===== config.mk =====
export PLATFORM = sky130hd
export DESIGN_NAME = rpxx_seek_sequencer
export DESIGN_NICKNAME = d
export VERILOG_FILES = /design/src/rtl/rpxx_seek_sequencer.sv
export SDC_FILE = /design/constraint.sdc
export NUM_CORES = 1
export LEC_CHECK = 0
export BUFFER_PORTS_ARGS = -buffer_cell sky130_fd_sc_hd__buf_2
export CORE_AREA = 4 4 102 104
export CTS_CLUSTER_DIAMETER = 120
export DETAILED_ROUTE_END_ITERATION = 10
export DIE_AREA = 0 0 106 108
export PLACE_DENSITY = 0.61
export SYNTH_ARGS = -nofsm -noshare
export SYNTH_HDL_FRONTEND = slang
export SYNTH_SLANG_ARGS = --single-unit
export TNS_END_PERCENT = 50

===== constraint.sdc =====
create_clock -name clk -period 8.75 [get_ports clk]
set_input_delay 0.875 -clock clk [delete_from_list [all_inputs] [get_ports clk]]
set_output_delay 0.875 -clock clk [all_outputs]
set_load 0.05 [all_outputs]

===== src/rtl/rpxx_seek_sequencer.sv =====
// RPxx drive positioning sequencer: seek/search/recalibrate with cylinder stepping,
// head settle and a free-running rotational sector model; emits drive status strobes.
module rpxx_seek_sequencer #(
    parameter int NCYL     = 815,
    parameter int NSECT    = 20,
    parameter int CYL_DLY  = 4,
    parameter int SETTLE   = 8,
    parameter int SECT_DLY = 16
) (
    input  logic       clk,
    input  logic       rst,
    input  logic       clr,
    input  logic       rpCD,
    input  logic       cmdSEEK,
    input  logic       cmdSEARCH,
    input  logic       cmdRECAL,
    input  logic [9:0] rpDCA,
    input  logic [4:0] rpDSA,
    output logic [9:0] rpCCA,
    output logic [4:0] rpSEC,
    output logic       setPIP,
    output logic       setDRY,
    output logic       setATA,
    output logic       setIAE,
    output logic       setRMR
);

    // state    | meaning
    // S_IDLE   | ready, accepts commands when media present
    // S_SEEK   | stepping rpCCA toward target, CYL_DLY cycles per cylinder
    // S_SETTLE | head settle after arrival
    // S_SEARCH | waiting for desired sector under the head at phase 0
    // S_DONE   | one-cycle attention, back to idle
    typedef enum logic [2:0] {
        S_IDLE, S_SEEK, S_SETTLE, S_SEARCH, S_DONE
    } state_t;

    localparam int CW = 16;
    localparam int PW = (SECT_DLY > 1) ? $clog2(SECT_DLY) : 1;

    state_t         state_q, state_d;
    logic [CW-1:0]  cnt_q, cnt_d;
    logic [9:0]     cca_q, cca_d;
    logic [9:0]     tgt_q, tgt_d;
    logic [4:0]     dsa_q, dsa_d;
    logic           srch_q, srch_d;
    logic           iae_q, iae_d;
    logic           rmr_q, rmr_d;
    logic [PW-1:0]  phase_q;
    logic [4:0]     sec_q;

    logic any_cmd;
    logic dca_bad;
    logic dsa_bad;

    assign any_cmd = cmdSEEK | cmdSEARCH | cmdRECAL;
    assign dca_bad = {22'd0, rpDCA} >= 32'(NCYL);
    assign dsa_bad = {27'd0, rpDSA} >= 32'(NSECT);

    always_ff @(posedge clk) begin
        if (!rst) begin
            state_q <= S_IDLE;
            cnt_q   <= '0;
            cca_q   <= '0;
            tgt_q   <= '0;
            dsa_q   <= '0;
            srch_q  <= 1'b0;
            iae_q   <= 1'b0;
            rmr_q   <= 1'b0;
        end else begin
            state_q <= state_d;
            cnt_q   <= cnt_d;
            cca_q   <= cca_d;
            tgt_q   <= tgt_d;
            dsa_q   <= dsa_d;
            srch_q  <= srch_d;
            iae_q   <= iae_d;
            rmr_q   <= rmr_d;
        end
    end

    // Rotation never stops: the platter spins regardless of positioning activity.
    always_ff @(posedge clk) begin
        if (!rst) begin
            phase_q <= '0;
            sec_q   <= '0;
        end else if (phase_q == PW'(SECT_DLY - 1)) begin
            phase_q <= '0;
            sec_q   <= (sec_q == 5'(NSECT - 1)) ? 5'd0 : sec_q + 5'd1;
        end else begin
            phase_q <= phase_q + PW'(1);
        end
    end

    always_comb begin
        state_d = state_q;
        cnt_d   = cnt_q;
        cca_d   = cca_q;
        tgt_d   = tgt_q;
        dsa_d   = dsa_q;
        srch_d  = srch_q;
        iae_d   = 1'b0;
        rmr_d   = 1'b0;

        if (clr) begin
            state_d = S_IDLE;
            cnt_d   = '0;
        end else if (state_q != S_IDLE && !rpCD) begin
            state_d = S_IDLE;
        end else begin
            case (state_q)
                S_IDLE: begin
                    if (any_cmd && rpCD) begin
                        cnt_d = '0;
                        dsa_d = rpDSA;
                        if (cmdRECAL) begin
                            tgt_d   = '0;
                            srch_d  = 1'b0;
                            state_d = S_SEEK;
                        end else begin
                            tgt_d  = rpDCA;
                            srch_d = cmdSEARCH;
                            if (dca_bad || (cmdSEARCH && dsa_bad)) begin
                                state_d = S_DONE;
                                iae_d   = 1'b1;
                            end else begin
                                state_d = S_SEEK;
                            end
                        end
                    end
                end
                S_SEEK: begin
                    if (cca_q == tgt_q) begin
                        state_d = S_SETTLE;
                        cnt_d   = '0;
                    end else if (cnt_q == CW'(CYL_DLY - 1)) begin
                        cca_d = (cca_q < tgt_q) ? cca_q + 10'd1 : cca_q - 10'd1;
                        cnt_d = '0;
                    end else begin
                        cnt_d = cnt_q + CW'(1);
                    end
                end
                S_SETTLE: begin
                    if (cnt_q == CW'(SETTLE - 1)) begin
                        cnt_d   = '0;
                        state_d = srch_q ? S_SEARCH : S_DONE;
                    end else begin
                        cnt_d = cnt_q + CW'(1);
                    end
                end
                S_SEARCH: begin
                    if (sec_q == dsa_q && phase_q == '0) state_d = S_DONE;
                end
                S_DONE:  state_d = S_IDLE;
                default: state_d = S_IDLE;
            endcase
            if (state_q != S_IDLE && any_cmd) rmr_d = 1'b1;
        end
    end

    assign rpCCA  = cca_q;
    assign rpSEC  = sec_q;
    assign setPIP = (state_q == S_SEEK) || (state_q == S_SETTLE) || (state_q == S_SEARCH);
    assign setDRY = (state_q == S_IDLE) && rpCD;
    assign setATA = (state_q == S_DONE);
    assign setIAE = iae_q;
    assign setRMR = rmr_q;

endmodule


# After elaboration in Yosys (flattened, before gate mapping)
# Index checks and enable logic that the tools add are counted.
# totals
word_cells	81
in_bits	22
regBits	56
# classes
n_reduce_logical	22
mux	19
n_lt_le_gt_ge	3
addsub	5
n_eq_ne	14
bitwise	8
# op_table
operator	count
16-bit two-way mux	4
16-bit case mux with 3 select lines	1
3-bit two-way mux	7
10-bit two-way mux	2
16-bit by 1-bit adder with 16-bit output, second input constant	1
16-bit by 2-bit == test with 1-bit output, second input constant	1
16-bit by 3-bit == test with 1-bit output, second input constant	1
3-bit case mux with 4 select lines	1
10-bit by 1-bit adder with 10-bit output, second input constant	1
10-bit == test	1
10-bit >= comparator, second input constant	1
10-bit < comparator	1
10-bit by 1-bit subtractor with 10-bit output, second input constant	1
2-bit != test, second input constant	4
4-bit AND reduction	2
3-bit by 2-bit == test with 1-bit output, second input constant	2
1-bit logical AND	6
1-bit NOT	6
3-bit nonzero test	2
6-bit OR reduction	1
5-bit by 1-bit adder with 5-bit output, second input constant	1
5-bit == test	1
5-bit == test, second input constant	1
5-bit >= comparator, second input constant	1
15 further kinds	21

# Depth between registers and ports, before layout
# Gate-level depths: netlist (run 1).
# logic_depth
word_depth	7
mapped_depth	13
ltp_nobuf	13

# Worst setup path after synthesis (run 1)
# OpenSTA, ideal clock, no wires.
# synth_path
path_kind	reg2reg
start	reg cca_q[4] (netlist: rpCCA[4])
end	reg cca_q[9] (netlist: rpCCA[9])
path_slack_ns	5.531
synth_period_minus_slack_ns	3.219
path_stages_with_launch	13
setup_ns	0.072
arrival_time_ns	3.148
required_time_ns	8.678
path_cell_list	dfxtp_1 ha_1 and4_1 nand3_1 o21ai_0 or2_2 ha_1 nand3_1 a21oi_1 and3b_1 o21ai_0 mux2i_1 mux2i_1
# synth_via
elab_chain_cells	3
elab_cells_between_ends	7
classes_between	add/sub (2); order compare (1); eq/ne (1); mux (1); bitwise (1); reduce/logical (1)
# synth_rtl
element	line_no	source
start, declared	43	logic [9:0] cca_q, cca_d;
start signal, assigned	64	cca_q <= '0;
start signal, assigned	73	cca_q <= cca_d;
branches (longest 3 deep; another with 10-bit by 1-bit subtractor with 10-bit output)	n/a	
# Several ways; the timed one is not identified.
# A chain may end at the register's enable or synchronous reset.

# Final worst setup path (run 1)
# Ends and elaborated chain as after synthesis.

==> results of run 1 <==
-- metrics by stage --
stage	cell area [um^2]	power (mW)	std cells	worst slack [ns]
5_1_grt	3690	0.521	553	5.24
6_report	3690	0.494	553	5.58
4_1_cts	3690	0.499	553	5.55
3_5_place_dp	3590	0.349	545	5.58
2_1_floorplan	3280	0.328	385	5.53
3_3_place_gp	3590	0.348	545	5.63
-- per-layer routing --
| layer | vias up | GRT usage (%) |
|---|---|---|
| li1 | 1413 | - |
| met1 | 1262 | 15.8 |
| met2 | 41 | 21.8 |
| met3 | 10 | 2.57 |
| met4 | 0 | 3.98 |
| met5 | - | 0 |
-- Yosys cell counts (all sizes together), types with 3 or more instances --
cell type / count
or3: 4
mux2i: 6
a21boi: 19
nor2: 30
a211oi: 3
o41ai: 4
xor2: 21
inv: 17
ha: 23
dfxtp: 56
nand3: 14
clkbuf: 12
xnor2: 9
a21oi: 14
nand2: 45
nand4: 6
nor2b: 13
nor3b: 3
and2: 8
buf: 3
o21ai: 14
and3: 4
and4: 5
nor4: 4
nor3: 10
nand3b: 10
nand2b: 3
-- kinds of logic after synthesis --
group,after synthesis,share of synthesized area (%)
flip-flops,56,34.2
AO/OA/AOI/OAI,70,14.2
buffers and inverters,32,3.78
adder cells (fa/ha/maj),24,9.40
AND/OR/NAND/NOR,166,28.2
XOR/XNOR,30,8.02
multiplexers,7,2.18
-- worst paths after layout --
| kind | slack (ns) | depth (start not counted) | end | startpoint |
|---|---|---|---|---|
| worst min register to register | 0.47 | 2 | tgt_q[4] | tgt_q[4] |
| worst min-delay path | 0.47 | 2 | tgt_q[4] | tgt_q[4] |
| worst max-delay path | 5.58 | 12 | rpCCA[9] | rpCCA[4] |
| worst max register to register | 5.58 | 12 | rpCCA[9] | rpCCA[4] |
-- flip-flops by register name (all words and copies together) (netlist names) --
name     cells
cnt_q       16
dsa_q        5
phase_q      4
rpCCA       10
rpSEC        5
setIAE       1
setRMR       1
srch_q       1
state_q      3
tgt_q       10
-- report_power, final --
part	switching [mW]	leakage [nW]	internal (mW)	total (mW)
Combinational	0.0473	0.954	0.0317	0.0789
Clock	0.0922	0.0487	0.0587	0.151
Sequential	0.00448	0.453	0.259	0.264
-- worst reg2reg max path, cell delays in order, from the launching register on --
cell	delay, ns
dfxtp_1	0.44
ha_1	0.27
and4_1	0.20
nand3_1	0.08
o21ai_0	0.11
or2_2	0.43
ha_1	0.42
nand4_1	0.13
a21oi_1	0.14
and3b_1	0.22
o21ai_0	0.21
mux2i_1	0.27
mux2i_1	0.19
-- final cells by class --
type	instances	area [um^2]
Inverter	17	63.8
Clock inverter	3	26.3
Fill cell	1051	5860
Multi-Input combinational cell	297	2030
Clock buffer	5	68.8
Tap cell	133	166
Timing Repair Buffer	42	213
Sequential cell	56	1120
==> qor.yml, run 1 <==
status: "finished, final reports clean"
dr.pass1.iters: 4
io_buffers: 41
setup_viol: 0
h-tree-depth: 2
cp.required_ns: 9.00
yosys.cell_types.count: 51
num_io_pins: 42
seq_area_frac_synth_pct: 34.2
layout-drive-gt1-share_pct: 14.0
n_antenna_cell: 0
whs_ns: 0.468
fin_crit_sh_pct: 36.2
cap_violations: 0
num_rows: 36
top_layer: "met4"
cts_root_buffer: "clkbuf_8"
grt_util_all_layers_pct: 12.6
fin_setup_tns_ns: 0
met1Wirelength_um: 3220
synth.net_count: 431
vdd_drop_max_uv: 59.6
max_slew_margin_pct: 32.4
end_kind: "flip-flop"
netlist_instances: 385
cpPeakStageDelay_ns: 0.44
synth.avg_cell_area_um2: 8.51
synth_edf_count: 0
path_class: "reg2reg"
via_count: 2726
critPathLaunchType: "flip-flop"
drc: 0
grt_pass1_vias: 2557
antenna_found_initial: 0
core_area_um2: 9550
hold_path_class: "reg2reg"
ant_nets: 0
initialDrtViolationCount: 85
grt_first_pass_wirelength_um: 11900
vias_per_cell: 4.93
grt_max_degree: 38
area_growth_pct: 12.6
total_leakage_power_nw: 1.46
powerDensity_nw_per_um2: 134
synth_area_um2: 3280
gp_congestion: 0.834
cts_made_buffers: 5
final_cell_mix: "dfxtp_1, nand2_1, buf_2"
die_area_um2: 11400
grt-ovfl-total: 0
crit_fanout: 10
fp.dieH_um: 108
tightestPinTransition_ns: 1.01
wl_met3_um: 206
post-route-util_pct: 38.6
wl_um: 7030
cp_slowest_cell: "dfxtp_1"
slew_viol_final: 0
synthTopCellsByArea: "dfxtp_1, ha_1, xor2_1, nand2_1, a21boi_0"
period_needed_ns: 3.17
synth_top_area_share_pct: 34.2
holdBufCountCts: 0
cts_resized: 0
crit_buf_inv: 0
cp_cell_sequence: "ha_1 -> and4_1 -> nand3_1 -> o21ai_0 -> or2_2 -> ha_1 -> nand4_1 -> a21oi_1 -> and3b_1 -> o21ai_0 -> mux2i_1 -> mux2i_1"
dr_wl_met2_um: 3460
clock_skew_ns: 0.0117
rsz0062_at_grt: "false"
fmax_mhz: 316
clk_path_buf_depth: 2
hold_viol: 0
clk_latency_ns: 0.32
wl_per_cell_um: 12.7
hpwlAfterDp_um: 5340
yosysWarnings: 0
clkSinkCount: 56
final_common_cell: "dfxtp_1"
path_clk_slew_ns: 0.10
critical_path.top_delay_family: "simple AND/OR/NAND/NOR gates"
initial_core_util_pct: 34.3
yosys_most_used_dff: "dfxtp_1"
async_flop_share_pct: 0
worstPathArrival_ns: 3.42
fp.dieW_um: 106
post-cts-setup-buffers: 0
yosys.area.top_type: "dfxtp_1"
nets: 465
cts_tree: "done"
ys_ff_latch: 56
Note: power is estimated with default switching activity, not from simulation.
==> inputs of run 2 (changes only) <==
Settings changed: PLACE_DENSITY 0.61 to 0.63.
Clock period 8.75 ns to 2.9 ns, I/O delays scaled along.
==> qor.yml, run 2 (synthesis gave the netlist of run 1 again) <==
status: "finished, violations left"
violations: "setup timing"
cts_root_buffer: "clkbuf_8"
vdd_drop_max_uv: 175
max_slew_margin_pct: 59.0
fp.dieH_um: 108
crit_buf_inv: 1
gp_congestion: 0.803
period_needed_ns: 2.90
cts_tree: "done"
die_area_um2: 11400
num_rows: 36
initial_core_util_pct: 34.3
end_kind: "flip-flop"
top_register: "cnt_q"
total_leakage_power_nw: 1.60
io_buffers: 41
largest_reg_flops: 16
wl_per_cell_um: 13.1
h-tree-depth: 2
ant_nets: 0
wl_um: 7580
clk_path_buf_depth: 2
layout-drive-gt1-share_pct: 26.5
tightestPinTransition_ns: 0.616
fin_crit_sh_pct: 100
min-delay-start: "rpDSA[1]"
cap_violations: 0
antenna_found_initial: 0
rsz0062_at_grt: "true"
grt_first_pass_wirelength_um: 12500
hold_path_class: "in2reg"
crit_fanout: 5
path_clk_slew_ns: 0.10
powerDensity_nw_per_um2: 377
path_class: "reg2reg"
final_cell_area_um2: 4090
num_io_pins: 42
fin_setup_tns_ns: -0.000918
placed_area_um2: 3780
post-route-util_pct: 42.8
cpPeakStageDelay_ns: 0.37
critPathLaunchType: "flip-flop"
fmax_mhz: 345
n_antenna_cell: 0
vias_per_cell: 4.96
critical_path.top_delay_family: "compound AO/OA/AOI/OAI gates"
worstPathArrival_ns: 3.10
grt_pass1_vias: 2795
final_cell_mix: "nand2_1, dfxtp_1, buf_2"
nFillCells: 986
r2r_start: "rpCCA[3]"
grt-ovfl-total: 0
clk_latency_ns: 0.31
hold_viol: 0
via_count: 2867
dr.pass1.iters: 4
setup_ws_ns: -0.000918
slew_viol_final: 0
initialDrtViolationCount: 107
hpwlAfterDp_um: 5580
clock_skew_ns: 0.0122
setup_viol: 1
fp.dieW_um: 106
cts_made_buffers: 5
clkSinkCount: 56
post-place-ws_ns: -0.179
power_mw: 1.54
cp_slowest_cell: "fa_2"
drc: 0
crit_start: "rpCCA[3]"
cp_cell_sequence: "ha_4 -> a211oi_2 -> o21ai_1 -> o211a_1 -> or2_4 -> fa_2 -> a21oi_2 -> o211ai_1 -> buf_4 -> nor3_1 -> nor3_2 -> a21oi_1 -> nor2b_1"
grt_max_degree: 38
nets: 490
grt_util_all_layers_pct: 13.1
final_common_cell: "nand2_1"
area_growth_pct: 24.7
cp.required_ns: 3.10
core_area_um2: 9550
-- run 2: cell types whose count changed in the layout (fill, tap and decap cells not counted), sizes merged --
cell,before,now
buf,42,66
clkbuf,5,8
clkinv,2,0
inv,18,17
or2,1,2
-- run 2: routing by layer --
metal,up-vias,share of wire (%),global-route usage (%)
met3,9,2.8,2.33
li1,1463,-,-
met1,1357,47,16.3
met5,-,0,0
met2,38,49,23.4
met4,0,1.3,3.42
-- run 2: cell type report --
type,count,area [um^2],area share [%]
clock buffers,8,90.1,2.21
inverters,17,63.8,1.56
multi-input cells,298,2220,54.3
flip-flops and latches,56,1150,28.3
well taps,133,166,4.07
repair buffers,66,393,9.62
-- run 2: tightest hold or removal path: cells and delay by family --
kind / cells / cell delay, ns
buffers and inverters: 1 / 0.10
AO/OA/AOI/OAI: 1 / 0.07
AND/OR/NAND/NOR: 1 / 0.04
-- run 2: final timing paths --
| check | cells past startpoint | endpoint | slack, ns |
|---|---|---|---|
| setup / recovery | 13 | rpCCA[6] | -0.0009 |
| hold / removal | 3 | dsa_q[1] | 0.24 |
| setup reg to reg | 13 | rpCCA[6] | -0.0009 |
| hold reg to reg | 2 | tgt_q[8] | 0.47 |
-- run 2: metrics by stage --
step,std cells,hold slack (ns)
after floorplan,385,0.435
after global placement,565,0.454
after detailed placement,565,0.458
after CTS,575,0.241
after global routing,578,0.243
final,578,0.242
-- run 2: timing repair --
| action | in CTS | in global routing |
|---|---|---|
| cloned | 1 | 0 |
| hold buffers | 0 | 0 |
| pin swaps | 2 | 10 |
| buffers inserted | 1 | 3 |
| endpoints found under the setup margin | 3 | 5 |
| endpoints found under the hold margin | 0 | 0 |
| gates resized for setup | 15 | 17 |
-- run 2: power by group --
group	switching, mW	internal, mW
clock	0.246	0.196
sequential	0.0140	0.776
combinational	0.167	0.142
